<file path="src/rtl/tone_pkg.sv">
// Shared types and helpers for the multi-channel tone generator.
// Divisors travel zero-extended to MAX_DW bits so one record type serves every DW.
package tone_pkg;

    localparam int MAX_DW = 32;
    localparam logic [MAX_DW-1:0] MIN_DIV = 32'd2;

    typedef struct packed {
        logic [MAX_DW-1:0] div;
        logic              en;
    } tone_cfg_t;

    // High length of a period of d cycles, one bit wider so d = all-ones cannot wrap.
    function automatic logic [MAX_DW:0] half_len(input logic [MAX_DW-1:0] d);
        logic [MAX_DW:0] sum;
        sum = {1'b0, d} + 33'd1;
        return sum >> 1;
    endfunction

endpackage

</file>
<file path="src/rtl/tone_chan.sv">
// One tone channel: period counter, registered square wave and a one-deep
// pending configuration slot that is applied only at a period boundary.
module tone_chan
    import tone_pkg::*;
#(
    parameter int DW = 16
)
(
    input  logic      clk,
    input  logic      rst,
    input  logic      wr,
    input  tone_cfg_t wr_cfg,
    output logic      pend_v,
    output logic      tone,
    output logic      active
);

    tone_cfg_t         pend_r;
    logic              pend_v_r;
    logic              en_r;
    logic [MAX_DW-1:0] div_r;
    logic [DW-1:0]     cnt_r;
    logic              tone_r;
    logic              active_r;

    logic [MAX_DW-1:0] cnt_ext_s;
    logic [MAX_DW-1:0] cnt_next_ext_s;
    logic [DW-1:0]     cnt_next_s;
    logic              wrap_s;
    logic              running_s;
    logic              apply_s;
    logic              new_active_s;
    logic              tone_next_s;

    // Period-end detection, apply decision and next count/tone while running.
    always_comb begin
        cnt_ext_s           = '0;
        cnt_ext_s[DW-1:0]   = cnt_r;
        wrap_s              = (cnt_ext_s == (div_r - 32'd1));
        running_s           = en_r && (div_r >= MIN_DIV);
        apply_s             = pend_v_r && (!running_s || wrap_s);
        new_active_s        = pend_r.en && (pend_r.div >= MIN_DIV);
        if (wrap_s) begin
            cnt_next_s = '0;
        end else begin
            cnt_next_s = cnt_r + DW'(1'b1);
        end
        cnt_next_ext_s          = '0;
        cnt_next_ext_s[DW-1:0]  = cnt_next_s;
        tone_next_s             = ({1'b0, cnt_next_ext_s} < half_len(div_r));
    end

    // Pending slot, applied configuration, counter and tone registers.
    always_ff @(posedge clk) begin
        if (rst) begin
            pend_r   <= '0;
            pend_v_r <= 1'b0;
            en_r     <= 1'b0;
            div_r    <= '0;
            cnt_r    <= '0;
            tone_r   <= 1'b0;
            active_r <= 1'b0;
        end else begin
            // Accept and apply never coincide: wr is only raised while the slot is empty.
            if (wr) begin
                pend_r   <= wr_cfg;
                pend_v_r <= 1'b1;
            end else if (apply_s) begin
                pend_v_r <= 1'b0;
            end else begin
                pend_v_r <= pend_v_r;
            end

            if (apply_s) begin
                div_r    <= pend_r.div;
                en_r     <= pend_r.en;
                cnt_r    <= '0;
                tone_r   <= new_active_s;
                active_r <= new_active_s;
            end else if (running_s) begin
                cnt_r    <= cnt_next_s;
                tone_r   <= tone_next_s;
            end else begin
                cnt_r    <= '0;
                tone_r   <= 1'b0;
            end
        end
    end

    assign pend_v = pend_v_r;
    assign tone   = tone_r;
    assign active = active_r;

endmodule

</file>
<file path="src/rtl/tone_gen_multi.sv">
// Multi-channel programmable square-wave tone generator with a valid/ready
// configuration port and an OR-mixed output for the speaker stage.
module tone_gen_multi
    import tone_pkg::*;
#(
    parameter  int CH = 4,
    parameter  int DW = 16,
    localparam int CW = (CH > 1) ? $clog2(CH) : 1
)
(
    input  logic          clk,
    input  logic          rst,
    input  logic          cfg_valid,
    output logic          cfg_ready,
    input  logic [CW-1:0] cfg_ch,
    input  logic [DW-1:0] cfg_div,
    input  logic          cfg_en,
    output logic [CH-1:0] tone,
    output logic [CH-1:0] active,
    output logic          mix_out
);

    tone_cfg_t     cfg_s;
    logic [CH-1:0] pend_v_s;
    logic [CH-1:0] wr_s;
    logic          ready_sel_s;

    // Zero-extend the incoming divisor into the shared config record.
    always_comb begin
        cfg_s          = '0;
        cfg_s.div[DW-1:0] = cfg_div;
        cfg_s.en       = cfg_en;
    end

    // Pending flag of the addressed channel; indices beyond CH always accept.
    always_comb begin
        ready_sel_s = 1'b1;
        for (int i = 0; i < CH; i++) begin
            ready_sel_s = (int'(cfg_ch) == i) ? !pend_v_s[i] : ready_sel_s;
        end
    end

    assign cfg_ready = !rst && ready_sel_s;

    generate
        for (genvar g = 0; g < CH; g++) begin : g_chan
            assign wr_s[g] = cfg_valid && cfg_ready && (int'(cfg_ch) == g);

            tone_chan #(
                .DW(DW)
            ) u_chan (
                .clk    (clk),
                .rst    (rst),
                .wr     (wr_s[g]),
                .wr_cfg (cfg_s),
                .pend_v (pend_v_s[g]),
                .tone   (tone[g]),
                .active (active[g])
            );
        end
    endgenerate

    assign mix_out = |tone;

endmodule
</file>
<file path="config.mk">
export PLATFORM = sky130hd
export DESIGN_NAME = tone_gen_multi
export DESIGN_NICKNAME = d
export VERILOG_FILES = /design/src/rtl/tone_pkg.sv /design/src/rtl/tone_chan.sv /design/src/rtl/tone_gen_multi.sv
export SDC_FILE = /design/constraint.sdc
export NUM_CORES = 1
export LEC_CHECK = 0
export ABC_AREA = 1
export CORE_UTILIZATION = 45
export CTS_CLUSTER_DIAMETER = 120
export DETAILED_ROUTE_END_ITERATION = 10
export SLEW_MARGIN = 20
export SYNTH_ARGS = -nofsm -noshare
export SYNTH_HDL_FRONTEND = slang
export SYNTH_SLANG_ARGS = --single-unit
</file>
<file path="constraint.sdc">
create_clock -name clk -period 2.8 [get_ports clk]
set_input_delay 0.56 -clock clk [delete_from_list [all_inputs] [get_ports clk]]
set_output_delay 0.56 -clock clk [all_outputs]
set_load 0.02 [all_outputs]
</file>
Word level (Yosys, flattened, before mapping). Cells that the tools add are included.

Output and inout port bits: 10. Bits in latches: 0. Register bits: 212. Bits in read-only memories: 0. Logic and storage cells: 132. Memories kept: 0. Bits in writable memories: 0. Input bits: 22.

Magnitude comparators: 12. Equal/unequal tests: 7. Div/mod/pow operators: 0. Reduce and logical (&&, ||, !) cells: 41. Bitwise gates (word level): 4. $add $sub $neg: 12. Multipliers: 0. Shift-type cells: 0. Muxes and demuxes: 24.

Operators by type and width (number): $eq 16x32->1 (4); $ge 16x2->1 const B (8); $lt 16x32->1 (4); $add 16x1->17 const B (4); $sub 16x1->17 const B (4); $add 16x1->16 const B (4); $mux 16 (4); $mux 1 (20); $logic_and 1x1->1 (18); $reduce_or 3->1 (4); $logic_not 1->1 (9); $reduce_bool 2->1 (4); $eq 2x2->1 const B (2); $logic_or 1x1->1 (4); $not 1->1 (4); $reduce_or 4->1 (1); $eq 2x1->1 const B (1); $logic_not 2->1 (1).

Longest topological paths before layout. Gate-level depths: netlist of the first run.

Word-level depth: 9. Gate-level depth with buffers: 25. Mapped depth without buffers: 24.

Modules after synthesis. A second synthesis of the first run with hierarchy kept.

Cell total of the unflattened synthesis: 3793. Area, all modules: 24374.6 sq um.

By module, submodules not included: tone_chan at g_chan[0].u_chan ... (times used 3, cells each 945, sequential area each 1701.6 sq um, area each 6114.6 sq um); tone_chan at g_chan[2].u_chan (times used 1, cells each 932, sequential area each 1701.6 sq um, area each 5916.9 sq um); tone_gen_multi (times used 1, cells each 26, sequential area each 0.0 sq um, area each 113.9 sq um).

Worst setup path before layout of the first run. OpenSTA, ideal clock, no wires.

Path type: flip-flop to flip-flop. From: register g_chan[2].u_chan.div_r[0]. To: register g_chan[2].u_chan.tone_r. Stages on the path, launching flop included: 21. Library setup time: 0.070 ns. Period minus slack after synthesis: 2.940 ns. Buffers on the path: 1. Arrival: 2.870 ns. Setup slack: -0.140 ns. Data required time: 2.730 ns. Path through: dfxtp_1 inv_1 ha_1 nand3_4 nor2_4 nand3b_1 nand2_1 nand2_1 nor2_1 nand2_2 nor2_4 buf_2 nor2_1 ha_1 a21oi_1 nor2_1 a211oi_1 o221ai_1 nor2_1 nand2_1 a21oi_1.

Longest elaborated chain between the ends: 6. Elaborated cells between the ends (all ways): 12. Those cells by class: 2 x add/sub; 2 x order compare; 1 x eq/ne; 3 x mux; 4 x reduce/logical.

Ends and longest elaborated chain: from (decl) (line tone_chan.sv:21) `logic [MAX_DW-1:0] div_r;`; from (signal assigned) (line tone_chan.sv:75) `div_r <= pend_r.div;`; $sub 16x1->17 (line tone_chan.sv:39) `wrap_s = (cnt_ext_s == (div_r - 32'd1));`; $eq 16x32->1 (line tone_chan.sv:39); $mux 16 (line tone_chan.sv:43) `if (wrap_s) begin`; net g_chan[2].u_chan.cnt_next_s[9] (line tone_chan.sv:28) `logic [DW-1:0] cnt_next_s;`; $lt 16x32->1 (line tone_chan.sv:50) `tone_next_s = ({1'b0, cnt_next_ext_s} < half_len(div_r));`; $mux 1 (line tone_chan.sv:80) `end else if (running_s) begin`; $mux 1 (line tone_chan.sv:74) `if (apply_s) begin`; to (signal assigned) (line tone_chan.sv:78) `tone_r <= new_active_s;`; to (signal assigned) (line tone_chan.sv:82) `tone_r <= tone_next_s;`; to (decl) (line tone_chan.sv:23) `logic tone_r;`.

The timed path passes the listed nets, and every way through them passes these cells. A chain may end at the register's enable or synchronous reset.

Final worst setup path of the first run.
From: register g_chan[3].u_chan.div_r[1]. To: register g_chan[3].u_chan.tone_r.

Longest elaborated chain between the ends: 6. Elaborated cells between the ends (all ways): 12. Those cells by class: 2 x add/sub; 2 x order compare; 1 x eq/ne; 3 x mux; 4 x reduce/logical.

Ends and longest elaborated chain (line): from (decl) (tone_chan.sv:21); from (signal assigned) (tone_chan.sv:75); $sub 16x1->17 / $ge 16x2->1 (equally long branches) (tone_chan.sv:39, tone_chan.sv:40); $eq 16x32->1 / $logic_and 1x1->1 (equally long branches) (tone_chan.sv:39, tone_chan.sv:40); $mux 16 / $logic_not 1->1 (equally long branches) (tone_chan.sv:43, tone_chan.sv:41); $lt 16x32->1 / $logic_or 1x1->1 (equally long branches) (tone_chan.sv:50, tone_chan.sv:41); $mux 1 / $logic_and 1x1->1 (equally long branches) (tone_chan.sv:80, tone_chan.sv:41); $mux 1 * (tone_chan.sv:74); to (signal assigned) (tone_chan.sv:78); to (signal assigned) (tone_chan.sv:82); to (decl) (tone_chan.sv:23).

Every way passes the cells marked *; elsewhere a longest branch is shown, timed or not.

==> reports/results.tsv, run 1 <==
stage	metric	value	unit
global_route	grt ovf	0	
critical_path	Setup CP Type	reg -> reg	
sta	Slew @ Worst Pin	0.743	ns
critical_path	WP data required	3.26	ns
global_route	initial antenna violation count	2	
clocking	clk_lat worst skew	0.54	ns
power_and_ir_drop	Overall Power	7.43	mW
synth	yosys warns	0	
critical_path	Largest stage delay, worst path	0.33	ns
power_and_ir_drop	Cell Pwr Density	398	nW/um^2
placed_design	Post-Place Setup Slack	-0.252	ns
clocking	Max clock buf depth	3	
min_path	hold crit path type	reg -> reg	
critical_path	Worst Setup Start Kind	flop	
outcome	failing checks	setup timing	
synth	simple-gate share of the synthesized area	35.4	%
drt	vias per cell	5.02	
critical_path	crit-path leading delay family	simple AND/OR/NAND/NOR gates	
outcome	run status	finished, violations left	
clocking	CTS buffer count	26	
synth	post-synthesis xor/xnor area fraction	7.40	%
clocking	CTS root buf	clkbuf_16	
synth	Mapped Cells	2123	
synth	Mapped Area	14300	um^2
sta	Setup WS post-layout	-0.117	ns
global_route	largest net degree at the start of global routing	154	
synth	ranking of synthesized cells by area	dfxtp_1, nand2_1, nor2_1	
sta	min Tclk post-route	2.92	ns
critical_path	Critical Path AT	3.37	ns
clocking	CTS H-Tree Depth	1	
placed_design	routability cong.	0.901	
sta	RSZ-0062 raised after global routing	true	
critical_path	worst reg-to-reg setup slack	-0.12	ns
clocking	CTS clock-pin slew for the worst setup and hold paths	0.06	ns
sta	Fin. Hold Viols	0	
clocking	total clock sinks	212	
drt	Initial DRC Count	914	
die	die area	32500	um^2
min_path	Hold Crit Start	g_chan[2].u_chan.en_r$_SDFFE_PP0P_	
drt	ANT nets after route	0	
placed_design	hpwl dp	30600	um
clocking	CTS tree	done	
critical_path	CP cell instances	buf_4 -> ha_4 -> nand3_2 -> nor2_1 -> nand2_1 -> nor2_2 -> nand4_1 -> buf_4 -> buf_4 -> xor2_1 -> ha_1 -> a21oi_1 -> nor2_1 -> a211oi_2 -> o221ai_2 -> nor2_1 -> nand2_1 -> a21oi_1	
synth	area leader, netlist	dfxtp_1	
synth	ys async rst share	0	%
global_route	vias in the first global route	13600	
synth	post-synthesis sequential area ratio	29.6	%
global_route	global-route wire length before repair	65600	um
job	Max-cap violations	0	
critical_path	Max FO, Critical Path	3	
sta	clk_skew	0.0126	ns
synth	post-synth cell types	52	
die	core area	31000	um^2
synth	post-synth top area share	29.6	%
synth	syn_nets	2221	
synth	most numerous cell in the Yosys netlist	nand2_1	
sta	relative slew slack	50.5	%
drt	WL/cell	14.2	um
critical_path	r2r endpoint	g_chan[3].u_chan.tone$_SDFF_PP0_	
die	Starting Density	46.2	%
sta	Max Freq	343	MHz
die	DIE HEIGHT	180	um
global_route	gr usage total	24.2	%
synth	Seq cells post-synth	212	
min_path	Hold EP	g_chan[2].u_chan.en_r$_SDFFE_PP0P_	
finish	Layout fillers	2938	
synth	area fraction in compound gates after synthesis	9.61	%
placed_design	Post-Place Cells	2760	
drt	DR pass1 iterations	8	
critical_path	CP bufs+invs	3	
drt	residual DRC count	0	
placed_design	# port buffers	31	
synth	mux cell area share after synthesis	1.12	%
finish	fraction of layout instances using a drive strength above 1	24.8	%
finish	Finished Layout Cells	2843	
synth	most frequent cells after synthesis	nand2_1, nor2_1, inv_1	
sta	count of final setup violators	4	
drt	vias	14300	
sta	period utilization	104	%
critical_path	slowest CP cell	dfxtp_2	
finish	antenna cell count	0	
drt	Detailed Route WL	40200	um
clocking	CTS hold repair buffers	0	
finish	Nets	2525	
die	I/O pin total	32	
min_path	hold depth	2	
critical_path	Worst setup EP type	flop	
power_and_ir_drop	IR drop worst, VDD	0.442	mV
finish	Layout area overhead	30.2	%
synth	average cell area after synthesis	6.75	um^2
power_and_ir_drop	leak pwr	8.95	nW
critical_path	origin of the critical flop-to-flop path	g_chan[3].u_chan.div_r[1]$_SDFFE_PP0P_	
critical_path	R2R depth	18	
die	num rows	64	
synth	Adder-Cell Fraction of Synth Area	6.64	%
critical_path	Crit path depth	18	
synth	main combinational cell family by area after synthesis	simple AND/OR/NAND/NOR gates	
die	Die Span X	180	um
synth	Post-synth EDFFs	0	
synth	dominant synthesized flop cell	dfxtp_1	
sta	max-slew violations	0	
==> report_power, final <==
part / internal, mW / switching [mW] / leakage [nW] / total, mW
clock network: 1.97 / 1.40 / 0.411 / 3.37
logic: 0.389 / 0.571 / 6.83 / 0.960
registers: 3.06 / 0.0395 / 1.72 / 3.10
==> layout make-up <==
cell class,count,area [um^2],share of cell area (%)
multi-input combinational,1562,9190,49.3
timing repair buffer,354,2810,15.1
clock inverter,16,138,0.738
clock buffer,32,734,3.94
inverter,271,1020,5.49
tap,396,495,2.66
sequential,212,4260,22.8
==> per-stage QoR <==
step | area (um^2) | TNS, ns | hold slack, ns | util (%)
2_1_floorplan | 14300 | 0 | 0.441 | -
3_3_place_gp | 16900 | -0.609 | 0.455 | 54.5
4_1_cts | 18200 | -0.254 | 0.467 | 58.8
6_report | 18700 | -0.273 | 0.469 | 60.2
5_1_grt | 18700 | -1.56 | 0.488 | 60.2
3_5_place_dp | 16900 | -0.744 | 0.458 | 54.5
==> logic make-up (layout without fill, tap and decap cells) <==
group                      after synthesis  count (layout)
AOI/OAI and AO/OA                      216             216
buffers and inverters                  349             673
adders and majority gates               76              76
and+or+nand+nor                       1133            1133
DFF                                    212             212
muxes                                   16              16
xor gates and xnor gates               121             121
==> what timing repair did <==
action / in CTS / in global routing
gates resized for setup: 90 / 73
setup endpoints to repair: 4 / 48
buffers inserted: 15 / 20
pin swaps: 53 / 54
==> registers in the layout, summed over array words and instances (netlist names) <==
name / cells
g_chan.u_chan.active: 4
g_chan.u_chan.pend_r: 68
g_chan.u_chan.tone: 4
g_chan.u_chan.div_r: 64
g_chan.u_chan.en_r: 4
g_chan.u_chan.pend_v: 4
g_chan.u_chan.cnt_r: 64
==> placed cells by master (no fill, tap or decap), types with 5 or more instances in the layout <==
cell and instances:
a21oi_1 91, a21oi_2 5, nand2_2 21, inv_1 231, nor3b_2 5, nor2_4 23, nor4_2 6, xnor2_1 32
nor3_2 15, clkbuf_16 27, clkinvlp_4 7, nor3_1 19, dfxtp_1 200, ha_1 67, a211oi_1 57, nand3_1 90
mux2i_1 16, inv_2 37, nor4_1 15, a211oi_2 15, o21ai_1 9, clkdlybuf4s50_1 28, xor2_1 88, buf_4 312
dfxtp_2 11, buf_6 9, ha_4 8, nand4_1 77, nand2_1 508, nor2_1 257, nand2_4 5, nand3_2 13
nand3b_1 15, o21ai_0 19, nor2_2 45, or2_2 6
==> worst max-delay path by stage <==
| stage | startpoint | endpoint | slack, ns |
|---|---|---|---|
| after floorplan | g_chan[2].u_chan.div_r[1]$_SDFFE_PP0P_ | g_chan[2].u_chan.tone$_SDFF_PP0_ | 0.01 |
| after global placement | g_chan[3].u_chan.div_r[2]$_SDFFE_PP0P_ | g_chan[3].u_chan.tone$_SDFF_PP0_ | -0.26 |
| after detailed placement | g_chan[3].u_chan.div_r[2]$_SDFFE_PP0P_ | g_chan[3].u_chan.tone$_SDFF_PP0_ | -0.25 |
| after CTS | g_chan[3].u_chan.div_r[1]$_SDFFE_PP0P_ | g_chan[3].u_chan.tone$_SDFF_PP0_ | -0.14 |
| after global routing | g_chan[2].u_chan.div_r[0]$_SDFFE_PP0P_ | g_chan[2].u_chan.tone$_SDFF_PP0_ | -0.34 |
| final | g_chan[3].u_chan.div_r[1]$_SDFFE_PP0P_ | g_chan[3].u_chan.tone$_SDFF_PP0_ | -0.12 |
==> worst reg2reg max path, cell delays in order (launching register included) <==
cell      delay, ns
dfxtp_2        0.33
buf_4          0.14
ha_4           0.14
nand3_2        0.09
nor2_1         0.12
nand2_1        0.09
nor2_2         0.17
nand4_1        0.16
buf_4          0.18
buf_4          0.12
xor2_1         0.14
ha_1           0.29
a21oi_1        0.13
nor2_1         0.07
a211oi_2       0.22
o221ai_2       0.15
nor2_1         0.10
nand2_1        0.07
a21oi_1        0.12
==> metal layers <==
layer  track usage, %  part of all wire, %  up-vias  routed length, um
met2             41.5                   47      238              18800
met3             3.23                  4.3       69               1750
met5                0                0.052        -                 21
met4             6.77                  2.2        4                875
met1             31.6                   47     6478              18800
li1                 -                    -     7478                  -
(Power assumes the default switching activity.)
==> run 2: changes to the inputs <==
--- a/config.mk
+++ b/config.mk
@@ -6,6 +6,7 @@
 export NUM_CORES = 1
 export LEC_CHECK = 0
 export ABC_AREA = 1
+export CAP_MARGIN = 10
 export CORE_UTILIZATION = 45
 export CTS_CLUSTER_DIAMETER = 120
 export DETAILED_ROUTE_END_ITERATION = 10
==> results of run 2 <==
No change in the layout: final DEF, timing and power equal those of run 1.
